### src/rtl/conv3x3_stream_engine.sv
// conv3x3_stream_engine
// Streaming 3x3 correlation engine. Pixels arrive in raster order. Two line
// buffers plus a 3x3 window register feed a single-cycle MAC. The engine emits
// one shifted and saturated result for every window position that lies fully
// inside the image, so there are (IMG_W-2)x(IMG_H-2) results per frame.
//
// Ports:
//   clk, rst_n           clock and asynchronous active-low reset
//   start                begins a frame (IDLE only)
//   k_we/k_addr/k_data   kernel coefficient write (IDLE only, addr 0..8)
//   pix_valid/pix_ready/pix_data   input pixel stream
//   out_valid/out_ready/out_data/out_acc   result stream (saturated + raw)
//   busy                 state != IDLE
//   done                 one-cycle pulse at end of frame
//
// Handshake: a transfer happens on a rising edge where valid && ready are both
// high. A producer holds its valid and data stable until that transfer occurs.
// pix_ready is low whenever a result is held and not being consumed, so no
// result is ever overwritten.
module conv3x3_stream_engine #(
    parameter int DATA_W = 8,
    parameter int COEF_W = 8,
    parameter int IMG_W  = 16,
    parameter int IMG_H  = 16,
    parameter int ACC_W  = 32,
    parameter int SHIFT  = 0
) (
    input  logic                     clk,
    input  logic                     rst_n,
    input  logic                     start,
    input  logic                     k_we,
    input  logic [3:0]               k_addr,
    input  logic [COEF_W-1:0]        k_data,
    input  logic                     pix_valid,
    output logic                     pix_ready,
    input  logic [DATA_W-1:0]        pix_data,
    output logic                     out_valid,
    input  logic                     out_ready,
    output logic [DATA_W-1:0]        out_data,
    output logic signed [ACC_W-1:0]  out_acc,
    output logic                     busy,
    output logic                     done
);
    localparam logic [1:0] ST_IDLE = 2'd0;
    localparam logic [1:0] ST_RUN  = 2'd1;
    localparam logic [1:0] ST_DONE = 2'd2;

    localparam int CW = $clog2(IMG_W);
    localparam int RW = $clog2(IMG_H);
    localparam logic signed [ACC_W-1:0] SAT_MAX =
        $signed({{(ACC_W-DATA_W){1'b0}}, {DATA_W{1'b1}}});

    logic [1:0]               state;
    logic signed [COEF_W-1:0] kernel   [9];
    logic [DATA_W-1:0]        linebuf0 [IMG_W];
    logic [DATA_W-1:0]        linebuf1 [IMG_W];
    logic [DATA_W-1:0]        win      [3][3];
    logic [DATA_W-1:0]        nwin     [3][3];
    logic [DATA_W-1:0]        new_col  [3];
    logic [CW-1:0]            col;
    logic [RW-1:0]            row;
    logic                     last_taken;   // final pixel of the frame accepted
    logic                     pix_fire;
    logic                     win_ok;
    logic                     last_pix;
    logic signed [ACC_W-1:0]  acc_next;
    logic signed [ACC_W-1:0]  acc_shift;
    logic [DATA_W-1:0]        sat_next;

    // Unsigned pixel times signed coefficient, both widened to ACC_W.
    function automatic logic signed [ACC_W-1:0] mul_term(
        input logic [DATA_W-1:0]        p,
        input logic signed [COEF_W-1:0] k
    );
        return $signed({{(ACC_W-DATA_W){1'b0}}, p}) *
               $signed({{(ACC_W-COEF_W){k[COEF_W-1]}}, k});
    endfunction

    assign pix_ready = (state == ST_RUN) && (!out_valid || out_ready);
    assign pix_fire  = pix_valid && pix_ready;
    assign win_ok    = (row >= RW'(2)) && (col >= CW'(2));
    assign last_pix  = (row == RW'(IMG_H-1)) && (col == CW'(IMG_W-1));
    assign busy      = (state != ST_IDLE);
    assign done      = (state == ST_DONE);

    // The window as it will look after the current pixel is shifted in; the
    // MAC works on this so the result registers on the accepting edge.
    always_comb begin
        new_col[0] = linebuf1[col];
        new_col[1] = linebuf0[col];
        new_col[2] = pix_data;
        acc_next   = '0;
        for (int i = 0; i < 3; i++) begin
            nwin[i][0] = win[i][1];
            nwin[i][1] = win[i][2];
            nwin[i][2] = new_col[i];
        end
        for (int i = 0; i < 3; i++) begin
            for (int j = 0; j < 3; j++) begin
                acc_next = acc_next + mul_term(nwin[i][j], kernel[3*i+j]);
            end
        end
        acc_shift = acc_next >>> SHIFT;
        if (acc_shift < 0) begin
            sat_next = '0;
        end else if (acc_shift > SAT_MAX) begin
            sat_next = '1;
        end else begin
            sat_next = acc_shift[DATA_W-1:0];
        end
    end

    always_ff @(posedge clk or negedge rst_n) begin
        if (!rst_n) begin
            state <= ST_IDLE;
        end else begin
            case (state)
                ST_IDLE: if (start) state <= ST_RUN;
                // last_taken rises together with the final result, so this
                // handshake is the final result leaving.
                ST_RUN:  if (last_taken && out_valid && out_ready) state <= ST_DONE;
                ST_DONE: state <= ST_IDLE;
                default: state <= ST_IDLE;
            endcase
        end
    end

    always_ff @(posedge clk or negedge rst_n) begin
        if (!rst_n) begin
            for (int i = 0; i < 9; i++) kernel[i] <= '0;
        end else if (state == ST_IDLE && k_we && k_addr < 4'd9) begin
            kernel[k_addr] <= $signed(k_data);
        end
    end

    always_ff @(posedge clk or negedge rst_n) begin
        if (!rst_n) begin
            row        <= '0;
            col        <= '0;
            last_taken <= 1'b0;
            for (int c = 0; c < IMG_W; c++) begin
                linebuf0[c] <= '0;
                linebuf1[c] <= '0;
            end
            for (int i = 0; i < 3; i++)
                for (int j = 0; j < 3; j++) win[i][j] <= '0;
        end else if (state == ST_IDLE && start) begin
            row        <= '0;
            col        <= '0;
            last_taken <= 1'b0;
            for (int c = 0; c < IMG_W; c++) begin
                linebuf0[c] <= '0;
                linebuf1[c] <= '0;
            end
            for (int i = 0; i < 3; i++)
                for (int j = 0; j < 3; j++) win[i][j] <= '0;
        end else if (pix_fire) begin
            linebuf1[col] <= linebuf0[col];
            linebuf0[col] <= pix_data;
            win           <= nwin;
            if (last_pix) last_taken <= 1'b1;
            if (col == CW'(IMG_W-1)) begin
                col <= '0;
                row <= (row == RW'(IMG_H-1)) ? '0 : row + RW'(1);
            end else begin
                col <= col + CW'(1);
            end
        end
    end

    // A new result has priority over retiring the held one.
    always_ff @(posedge clk or negedge rst_n) begin
        if (!rst_n) begin
            out_valid <= 1'b0;
            out_acc   <= '0;
            out_data  <= '0;
        end else if (pix_fire && win_ok) begin
            out_valid <= 1'b1;
            out_acc   <= acc_next;
            out_data  <= sat_next;
        end else if (out_valid && out_ready) begin
            out_valid <= 1'b0;
        end
    end
endmodule
### config.mk
export PLATFORM = sky130hd
export DESIGN_NAME = conv3x3_stream_engine
export DESIGN_NICKNAME = d
export VERILOG_FILES = /design/src/rtl/conv3x3_stream_engine.sv
export SDC_FILE = /design/constraint.sdc
export NUM_CORES = 2
export LEC_CHECK = 0
export CORE_UTILIZATION = 53
export CTS_CLUSTER_DIAMETER = 50
export DETAILED_ROUTE_END_ITERATION = 10
export DONT_BUFFER_PORTS = 1
export MAX_ROUTING_LAYER = met4
export PLACE_DENSITY = 0.72
export SLEW_MARGIN = 40
export SYNTH_ARGS = -nofsm -noshare
export SYNTH_HDL_FRONTEND = slang
export SYNTH_SLANG_ARGS = --single-unit
### constraint.sdc
create_clock -name clk -period 11.8 [get_ports clk]
set_input_delay 2.36 -clock clk [delete_from_list [all_inputs] [get_ports clk]]
set_output_delay 2.36 -clock clk [all_outputs]
set_load 0.01 [all_outputs]
==> results.cfg <==
[setup_path]
end_kind = register
startpoint = col[1]$_DFFE_PN0P_
r2r_cells = 26
r2r-start = col[1]$_DFFE_PN0P_
critPathMaxFanout = 50
crit_path_start_kind = register
critPathArrivalTime_ns = 10.90
path_class = register to register
worst_ep_required_time_ns = 12.31

[detailed_routing]
wl_met3_mm = 7.941
num_vias = 27378
vias_per_cell = 5.632
wl_mm = 110.3
wl_met2_mm = 53.48
wl_met1_mm = 43.86
detail-route-antenna-nets = 0
drt-initial-drc-count = 2350
first_pass_iters = 5
drc = 0
wire_per_inst_um = 22.69
highest-signal-layer = met4

[cts]
clock_latency_ns = 0.69
clockRootBuffer = clkbuf_16
cts_setup_buffers = 0
post_cts_resized = 0
cts_sinks = 421
clkTransAtPathRegs_ns = 0.06
clockBufferDepth = 3
cts_tree = yes
cts-hold-fix-buffers = 0
cts_buffers = 57
htreeDepth = 2

[yosys]
yosysSeqAreaShare = 0.2641
synth_top_family_by_area = adder cells
synth_fa_ha_area_frac = 0.3867
ys.flop_type = dfrtp_1
synth_warnings = 0
syn_area_um2 = 39890
async_reset_ff_frac = 1.000
ys_ff_latch = 421
yosysUniqueCellTypes = 66
synth-compound-area-share = 0.05405
synth_nets = 4836
synthXorXnorAreaFrac = 0.004172
syn_avg_cell_area_um2 = 10.17
syn-instance-count = 3924
synth_mux_area_frac = 0.06597
synthSimpleGateAreaFrac = 0.1359
synth_enable_flop_cells = 0

[timing]
min_period_ns = 10.39
rsz0062_at_grt = false
layout_setup_ws_ns = 1.409
timing.hold.ws_ns = 0.4738
setup_viol = 0
skew_ns = 0.06673
fin_crit_sh = 0.8806
finalHoldViolations = 0
final_max_slew_viol_count = 0
worst_slew_pin_slew_ns = 0.8962
tns_ns = 0
fmax_mhz = 96.23
slew_headroom = 0.4019

[final_layout]
area_growth_syn_to_layout_pct = 7.450
fillerInstances = 6191
final_cell_mix = inv_1 (757), nand2_1 (633), fa_1 (578), dfrtp_1 (417), and2_1 (310)
nets = 4752
final_common_cell = inv_1
stdcell_count = 4861
drive_gt1_frac = 0.08023

[place]
dpl_worst_slack_ns = 1.368
place_inst = 4747
routabilityCongestion = 0.9924
portBuffers = 0
place_hpwl_mm = 84.12

[hold_path]
worstHoldStart = linebuf1[103]$_DFFE_PN0P_
hold-path-cell-count = 2
hold_path_class = register to register

[global_routing]
grt_pass1_wl_mm = 173.6
grt_pass1_vias = 28769
grt_max_degree = 422
globalRouteTotalUtil = 0.3086
antenna_found_initial = 3
gr-total-overflow = 0

[power_and_ir_drop]
leakage_nw = 22.25
power_density_nw_per_um2 = 244.0
switching_power_w = 0.005103
p_clk_frac = 0.182
power_frac_seq = 0.233
p_sw_frac = 0.4879
total_power_w = 0.01046
p_comb_frac = 0.586
ir_drop_uv = 485.9
internal_power_w = 0.005355

[floorplan]
fp.coreArea_um2 = 74450
die_area_um2 = 76360
die_w_um = 276.3
floorplan.initialDensity = 0.5358
chipHeight_um = 276.3
ios = 70
rows = 100

[status]
outcome = complete, no violations

[job]
drv_cap = 0
==> per-stage QoR <==
step	instance area, um^2	utilization
final	42860	0.5757
after floorplan	39890	-
after global placement	40620	0.5456
after global routing	42850	0.5756
after CTS	42750	0.5743
after detailed placement	40630	0.5458
==> worst paths after layout <==
path / slack (ns) / to
min: 0.47 / linebuf1[103]$_DFFE_PN0P_
min in group asynchronous: 1.41 / out_acc[12]$_DFFE_PN0P_
max: 1.41 / out_data[6]$_DFFE_PN0P_
max reg2reg: 1.41 / out_data[6]$_DFFE_PN0P_
max in group asynchronous: 8.57 / linebuf1[115]$_DFFE_PN0P_
min reg2reg: 0.47 / linebuf1[103]$_DFFE_PN0P_
==> area by class of cell <==
cell class              count  area (um^2)  share of cell area
well taps                 969         1212             0.02829
inverters                 757         2841             0.06630
multi-input cells        2575        25840              0.6028
diodes                      3        7.507           0.0001752
repair buffers             28        299.0            0.006977
clock inverters            32        513.0             0.01197
flip-flops and latches    421        10540              0.2460
clock buffers              76         1608             0.03751
==> flip-flops by register name, summed over array words and instances (netlist names) <==
register and flops:
linebuf1 128, out_data 8, nwin 48, row 4, kernel 72, col 4, last_taken 1, out_valid 1
state 2, out_acc 25, linebuf0 128
==> power by group through the flow <==
| stage | registers [W] | clock network (W) | logic, W |
|---|---|---|---|
| final | 0.00244 | 0.00190 | 0.00612 |
| after global placement | 0.00242 | 0 | 0.00592 |
| after detailed placement | 0.00244 | 0 | 0.00598 |
| after floorplan | 0.00217 | 0 | 0.00442 |
| after global routing | 0.00249 | 0.00198 | 0.00673 |
| after CTS | 0.00243 | 0.00192 | 0.00602 |
==> kinds of logic after synthesis <==
family,count (synthesis)
AND/OR/NAND/NOR,1138
buffers and inverters,928
XOR/XNOR,19
multiplexers,154
flip-flops,421
adder cells (fa/ha/maj),886
AO/OA/AOI/OAI,378
==> cell usage after synthesis (3+ instances only) <==
master    number  area (um^2)
o21a_1         4        30.03
nor3_1         4        20.02
nand2_2        5        31.28
o31ai_1        5        37.54
o21ai_0      278         1391
nand4_1        3        18.77
ha_1         308         3854
xor2_1         7        61.31
nand2_1      634         2380
o211ai_1       3        22.52
and4_1         3        26.28
a221o_1        8        80.08
a21o_1        14        105.1
or3_1          4        25.02
buf_1         13        48.80
and2_1       311         1946
fa_1         578        11570
inv_1        757         2841
nor2b_1       33        206.5
mux2i_1        3        30.03
and3_1         6        37.54
nor2_1        49        183.9
buf_2         21        105.1
dfrtp_1      421        10540
a31oi_1       13        81.33
a21oi_1       28        140.1
nand2b_1      26        162.7
mux4_2        80         1802
nand3_1       43        215.2
buf_4          7        52.55
mux2_2        71        799.5
clkbuf_1     126        473.0
xnor2_1       12        105.1
==> critical path: stages, from the launching register on <==
cell      delay [ns]
dfrtp_2         0.73
buf_12          0.34
mux4_2          0.42
mux4_2          0.67
nand2b_1        0.24
fa_1            0.54
fa_1            0.51
inv_1           0.05
fa_1            0.63
fa_1            0.47
fa_1            0.56
fa_1            0.48
fa_1            0.50
fa_1            0.41
fa_1            0.53
inv_1           0.06
fa_1            0.47
inv_1           0.04
ha_1            0.36
and3_1          0.24
a221oi_4        0.42
o221ai_2        0.23
a31oi_2         0.24
xnor2_1         0.15
nor4_4          0.34
a31oi_4         0.17
a221o_1         0.29
==> per-layer routing <==
| metal | track usage | vias to the layer above |
|---|---|---|
| met5 | - | - |
| met4 | 0.1170 | 0 |
| met3 | 0.04403 | 243 |
| met2 | 0.4909 | 1133 |
| met1 | 0.4035 | 14048 |
| li1 | - | 11954 |
(Power assumes the default switching activity.)
